**src/rtl/symcounter_pkg.sv**
```systemverilog
`default_nettype none
// ============================================================================
// Module   : symcounter_pkg
// Purpose  : Shared state encoding, widths, default timing and window helper.
// Revision : 1.0
// ============================================================================
package symcounter_pkg;

    localparam int LEVEL_W  = 4;
    localparam int TIME_W   = 6;
    localparam int ANS_W    = 8;
    localparam int WINDOW_W = 8;

    localparam int DEF_MAX_LEVEL = 9;
    localparam int DEF_BASE_TIME = 30;
    localparam int DEF_TIME_STEP = 2;
    localparam int DEF_MIN_TIME  = 10;

    typedef enum logic [2:0] {
        IDLE  = 3'd0,
        PREQ  = 3'd1,
        PWAIT = 3'd2,
        PLAY  = 3'd3,
        ADV   = 3'd4,
        WIN   = 3'd5,
        LOSE  = 3'd6
    } state_e;

    // Answer window for a level, floored at min_time; the subtraction is
    // guarded so a large level can never wrap the result.
    function automatic logic [WINDOW_W-1:0] answer_window(
        input logic [LEVEL_W-1:0]  level,
        input logic [WINDOW_W-1:0] base_time,
        input logic [WINDOW_W-1:0] step,
        input logic [WINDOW_W-1:0] min_time
    );
        logic [WINDOW_W-1:0] cut;
        cut = step * {{(WINDOW_W-LEVEL_W){1'b0}}, level};
        if ((cut >= base_time) || ((base_time - cut) < min_time)) begin
            answer_window = min_time;
        end else begin
            answer_window = base_time - cut;
        end
    endfunction

endpackage
`default_nettype wire

```
**src/rtl/sync_edge.sv**
```systemverilog
`default_nettype none
// ============================================================================
// Module   : sync_edge
// Purpose  : Two-flop synchronizer with a one-cycle rising-edge pulse output.
// Revision : 1.0
// ============================================================================
module sync_edge (
    input  logic clk,
    input  logic rst,
    input  logic i_d,
    output logic o_rise
);

    logic meta_q;
    logic sync_q;
    logic prev_q;

    always_ff @(posedge clk or posedge rst) begin
        if (rst) begin
            meta_q <= 1'b0;
            sync_q <= 1'b0;
            prev_q <= 1'b0;
        end else begin
            meta_q <= i_d;
            sync_q <= meta_q;
            prev_q <= sync_q;
        end
    end

    assign o_rise = sync_q & ~prev_q;

endmodule
`default_nettype wire

```
**src/rtl/round_sequencer.sv**
```systemverilog
`default_nettype none
// ============================================================================
// Module   : round_sequencer
// Purpose  : Master-side prelim/game handshake controller with timed answers.
//            Optional lives counter enabled by defining LIVES_EN.
// Revision : 1.0
// ============================================================================
module round_sequencer
    import symcounter_pkg::*;
#(
    parameter int MAX_LEVEL = DEF_MAX_LEVEL,
    parameter int BASE_TIME = DEF_BASE_TIME,
    parameter int TIME_STEP = DEF_TIME_STEP,
    parameter int MIN_TIME  = DEF_MIN_TIME
) (
    input  logic               Clk100M,
    input  logic               Rst,
    input  logic               Clk1Hz,
    input  logic               startBtn,
    input  logic               gameSig,
    input  logic               answerValid,
    input  logic [ANS_W-1:0]   answer,
    input  logic [ANS_W-1:0]   expected,
    output logic               prelimSig,
    output logic [LEVEL_W-1:0] curLevel,
    output logic               gameActive,
    output logic [TIME_W-1:0]  timeLeft,
    output logic               correctPulse,
    output logic               gameOver,
    output logic               gameWon
`ifdef LIVES_EN
    ,
    output logic [1:0]         livesLeft
`endif
);

    logic tick;
    logic game_rise;
    logic start_rise;

    sync_edge u_tick_sync (
        .clk    (Clk100M),
        .rst    (Rst),
        .i_d    (Clk1Hz),
        .o_rise (tick)
    );

    sync_edge u_game_sync (
        .clk    (Clk100M),
        .rst    (Rst),
        .i_d    (gameSig),
        .o_rise (game_rise)
    );

    sync_edge u_start_sync (
        .clk    (Clk100M),
        .rst    (Rst),
        .i_d    (startBtn),
        .o_rise (start_rise)
    );

    state_e             state_q,   state_d;
    logic [LEVEL_W-1:0] level_q,   level_d;
    logic [TIME_W-1:0]  time_q,    time_d;
    logic               prelim_q,  prelim_d;
    logic               correct_q, correct_d;
    logic               active_q,  active_d;
    logic               over_q,    over_d;
    logic               won_q,     won_d;
    logic               miss;
`ifdef LIVES_EN
    logic [1:0]         lives_q,   lives_d;
`endif

    always_comb begin
        state_d   = state_q;
        level_d   = level_q;
        time_d    = time_q;
        prelim_d  = 1'b0;
        correct_d = 1'b0;
        miss      = 1'b0;
`ifdef LIVES_EN
        lives_d   = lives_q;
`endif

        case (state_q)
            IDLE, WIN, LOSE: begin
                if (start_rise) begin
                    level_d = '0;
                    state_d = PREQ;
`ifdef LIVES_EN
                    lives_d = 2'd3;
`endif
                end
            end
            PREQ: begin
                prelim_d = 1'b1;
                state_d  = PWAIT;
            end
            PWAIT: begin
                if (game_rise) begin
                    time_d  = TIME_W'(answer_window(level_q, WINDOW_W'(BASE_TIME),
                                                    WINDOW_W'(TIME_STEP), WINDOW_W'(MIN_TIME)));
                    state_d = PLAY;
                end
            end
            PLAY: begin
                // An answer takes priority; a coincident tick is dropped.
                if (answerValid) begin
                    if (answer == expected) begin
                        correct_d = 1'b1;
                        state_d   = ADV;
                    end else begin
                        miss = 1'b1;
                    end
                end else if (tick) begin
                    if (time_q <= TIME_W'(1)) begin
                        time_d = '0;
                        miss   = 1'b1;
                    end else begin
                        time_d = time_q - TIME_W'(1);
                    end
                end
            end
            ADV: begin
                if (level_q == LEVEL_W'(MAX_LEVEL)) begin
                    state_d = WIN;
                end else begin
                    level_d = level_q + LEVEL_W'(1);
                    state_d = PREQ;
                end
            end
            default: state_d = IDLE;
        endcase

        if (miss) begin
`ifdef LIVES_EN
            if (lives_q > 2'd1) begin
                lives_d = lives_q - 2'd1;
                state_d = PREQ;
            end else begin
                lives_d = 2'd0;
                state_d = LOSE;
            end
`else
            state_d = LOSE;
`endif
        end

        active_d = (state_d == PLAY);
        over_d   = (state_d == WIN) || (state_d == LOSE);
        won_d    = (state_d == WIN);
    end

    always_ff @(posedge Clk100M or posedge Rst) begin
        if (Rst) begin
            state_q   <= IDLE;
            level_q   <= '0;
            time_q    <= '0;
            prelim_q  <= 1'b0;
            correct_q <= 1'b0;
            active_q  <= 1'b0;
            over_q    <= 1'b0;
            won_q     <= 1'b0;
`ifdef LIVES_EN
            lives_q   <= 2'd3;
`endif
        end else begin
            state_q   <= state_d;
            level_q   <= level_d;
            time_q    <= time_d;
            prelim_q  <= prelim_d;
            correct_q <= correct_d;
            active_q  <= active_d;
            over_q    <= over_d;
            won_q     <= won_d;
`ifdef LIVES_EN
            lives_q   <= lives_d;
`endif
        end
    end

    assign prelimSig    = prelim_q;
    assign curLevel     = level_q;
    assign gameActive   = active_q;
    assign timeLeft     = time_q;
    assign correctPulse = correct_q;
    assign gameOver     = over_q;
    assign gameWon      = won_q;
`ifdef LIVES_EN
    assign livesLeft    = lives_q;
`endif

endmodule
`default_nettype wire

```
**config.mk**
```make
export PLATFORM = sky130hd
export DESIGN_NAME = round_sequencer
export DESIGN_NICKNAME = d
export VERILOG_FILES = /design/src/rtl/symcounter_pkg.sv /design/src/rtl/sync_edge.sv /design/src/rtl/round_sequencer.sv
export SDC_FILE = /design/constraint.sdc
export NUM_CORES = 1
export LEC_CHECK = 0
export ABC_AREA = 1
export BUFFER_PORTS_ARGS = -buffer_cell sky130_fd_sc_hd__buf_2
export CAP_MARGIN = 25
export CORE_ASPECT_RATIO = 1.1
export CORE_UTILIZATION = 56
export DETAILED_ROUTE_END_ITERATION = 16
export GPL_ROUTABILITY_DRIVEN = 0
export GPL_TIMING_DRIVEN = 0
export PLACE_DENSITY_LB_ADDON = 0.2
export SYNTH_ARGS = -nofsm -noshare
export SYNTH_HDL_FRONTEND = slang
export SYNTH_SLANG_ARGS = --single-unit
```
**constraint.sdc**
```tcl
create_clock -name Clk100M -period 3.45 [get_ports Clk100M]
set_input_delay 0.5175 -clock Clk100M [delete_from_list [all_inputs] [get_ports Clk100M]]
set_output_delay 0.5175 -clock Clk100M [all_outputs]
set_load 0.02 [all_outputs]
```
==> flow_summary.json <==
{
  "cts_tree": "done",
  "routed_via_density": 5.12,
  "grt_util_all_layers_pct": 22.2,
  "synthArstFlopShare_pct": 100,
  "wirelength_mm": 2.86,
  "r2r_start": "timeLeft[0]",
  "rsz0062_at_grt": "no",
  "hpwl_mm": 2.28,
  "fin_skew_ns": 0.00348,
  "clk_pin_slew_ns": 0.15,
  "power_w": 0.00115,
  "vias": 1316,
  "drv_cap": 0,
  "cts_hold_buf": 0,
  "antenna_found_initial": 0,
  "fin_tns_setup_ns": 0,
  "critPathArrivalTime_ns": 1.86,
  "ir_worst_vdd_v": 0.000536,
  "clockBufferDepth": 2,
  "r2r_slack_ns": 1.84,
  "drv_slew": 0,
  "cp_max_fo": 4,
  "finalHoldViolCount": 0,
  "maxSlewHeadroom_pct": 80.3,
  "std_cell_rows": 19,
  "cts_setup_buffers": 0,
  "cts_sinks": 27,
  "syn_nets": 211,
  "fillers": 209,
  "mostFrequentLayoutCells": "44 x nand2_1, 36 x buf_2, 34 x inv_1",
  "min_path_type": "in2async",
  "clock.fmax_mhz": 620,
  "synth_area_per_cell_um2": 7.92,
  "leakagePower_nw": 0.987,
  "grt_pass1_vias": 1200,
  "largest_reg_flops": 6,
  "core-area_um2": 2500,
  "grt_start_max_net_pins": 28,
  "reg2reg_depth": 7,
  "drtIter0Drc": 30,
  "required_ns": 3.69,
  "critPathKind": "reg2reg",
  "start_kind": "flop",
  "htreeDepth": 1,
  "final_nets": 253,
  "worst_pin_slew_ns": 0.292,
  "layout.cells.non_filler": 257,
  "yosysSeqAreaShare_pct": 46.1,
  "synth_edf_count": 0,
  "antenna_left": 0,
  "netlist_area_um2": 1470,
  "wl_per_cell_um": 11.1,
  "root_buffer": "clkbuf_4",
  "fin_util_pct": 69.8,
  "cts_resized": 0,
  "die_width_um": 50.8,
  "drt-pass1-iter-count": 4,
  "timing.final.crit_share_pct": 46.8,
  "drive_above_1_share_pct": 25.7,
  "postSynthCellCount": 185,
  "critPathCaptureType": "flop",
  "synth_cell_types": 26,
  "setup_violations": 0,
  "dpl.cell_count": 252,
  "dieArea_um2": 2830,
  "whs_ns": 0.0911,
  "layout_commonest_cell": "nand2_1",
  "numCtsBuffers": 3,
  "status": "completed",
  "synthFlopType": "dfrtp_1",
  "powerDensity_nw_per_um2": 659,
  "grt_pass1_wl_mm": 4.71,
  "start_util_pct": 58.7,
  "yosys_register_bits": 27,
  "diodes": 0,
  "drc_errors": 0,
  "grt_overflow_total": 0,
  "worstSkewPairLatency_ns": 0.33,
  "ys_warn_count": 0,
  "area_growth_syn_to_layout_pct": 18.9,
  "place.port_buffers": 36,
  "die_y_um": 55.6,
  "r2r-end": "gameWon",
  "ioPinCount": 37,
  "fin_crit_ns": 1.61
}
final cells by class:
class                      instances  area, um2  share of cell area, %
sequential                        27        676                   38.8
multi-input combinational        121        643                   36.9
timing repair buffer              37        208                   11.9
inverter                          36        135                   7.76
tap                               31       38.8                   2.23
clock buffer                       3       22.5                   1.29
buffer                             1       11.3                  0.647
clock inverter                     1       7.51                  0.431
stage by stage:
step | cell area (um2) | setup slack (ns)
final | 1740 | 1.84
after detailed placement | 1680 | 1.85
after CTS | 1710 | 1.84
after global placement | 1680 | 1.90
after floorplan | 1470 | 1.93
after global routing | 1740 | 1.71
worst max path at each step:
stage,start,to
final,timeLeft[0],gameWon
after global routing,timeLeft[0],state_q[0]
after CTS,timeLeft[0],gameWon
after detailed placement,answerValid,gameWon
after global placement,answerValid,gameOver
after floorplan,timeLeft[0],timeLeft[2]
synthesized netlist by cell type (all sizes together), types with 2 or more instances:
cell / n / area [um2]
inv: 36 / 135
dfrtp: 27 / 676
o21ai: 7 / 35.0
a21oi: 10 / 50.1
nand3: 14 / 87.6
nand2: 49 / 201
ha: 4 / 50.1
xnor2: 4 / 35.0
nor2: 24 / 97.6
or2: 2 / 12.5
critical path, cell delays in order, from the launching register on:
cell      delay, ns
dfrtp_1        0.43
inv_1          0.12
ha_1           0.24
o211ai_1       0.14
o21ai_0        0.29
nand3_1        0.12
nand2_1        0.13
nor2_1         0.06
routing by layer:
layer  track usage, %  vias up  routed length (um)
met5                0        -                   0
met4             9.13        0                  42
met3             3.55        6                 106
met2             41.9       41                1580
met1             23.8      613                1130
li1                 -      656                   -
cells by family after synthesis:
group	count (synthesis)	synth area share [%]
and+or+nand+nor	89	27.2
AOI/OAI and AO/OA	24	10.8
adders and majority gates	4	3.42
DFF	27	46.1
xor gates and xnor gates	4	2.39
buffers and inverters	37	9.99
report_power, final:
part / switching, W / leakage (nW) / internal (W)
Combinational: 0.000342 / 0.640 / 0.000200
Clock: 0.0000973 / 0.0139 / 0.0000445
Sequential: 0.0000805 / 0.333 / 0.000384
Power figures use the tool's default switching activity.
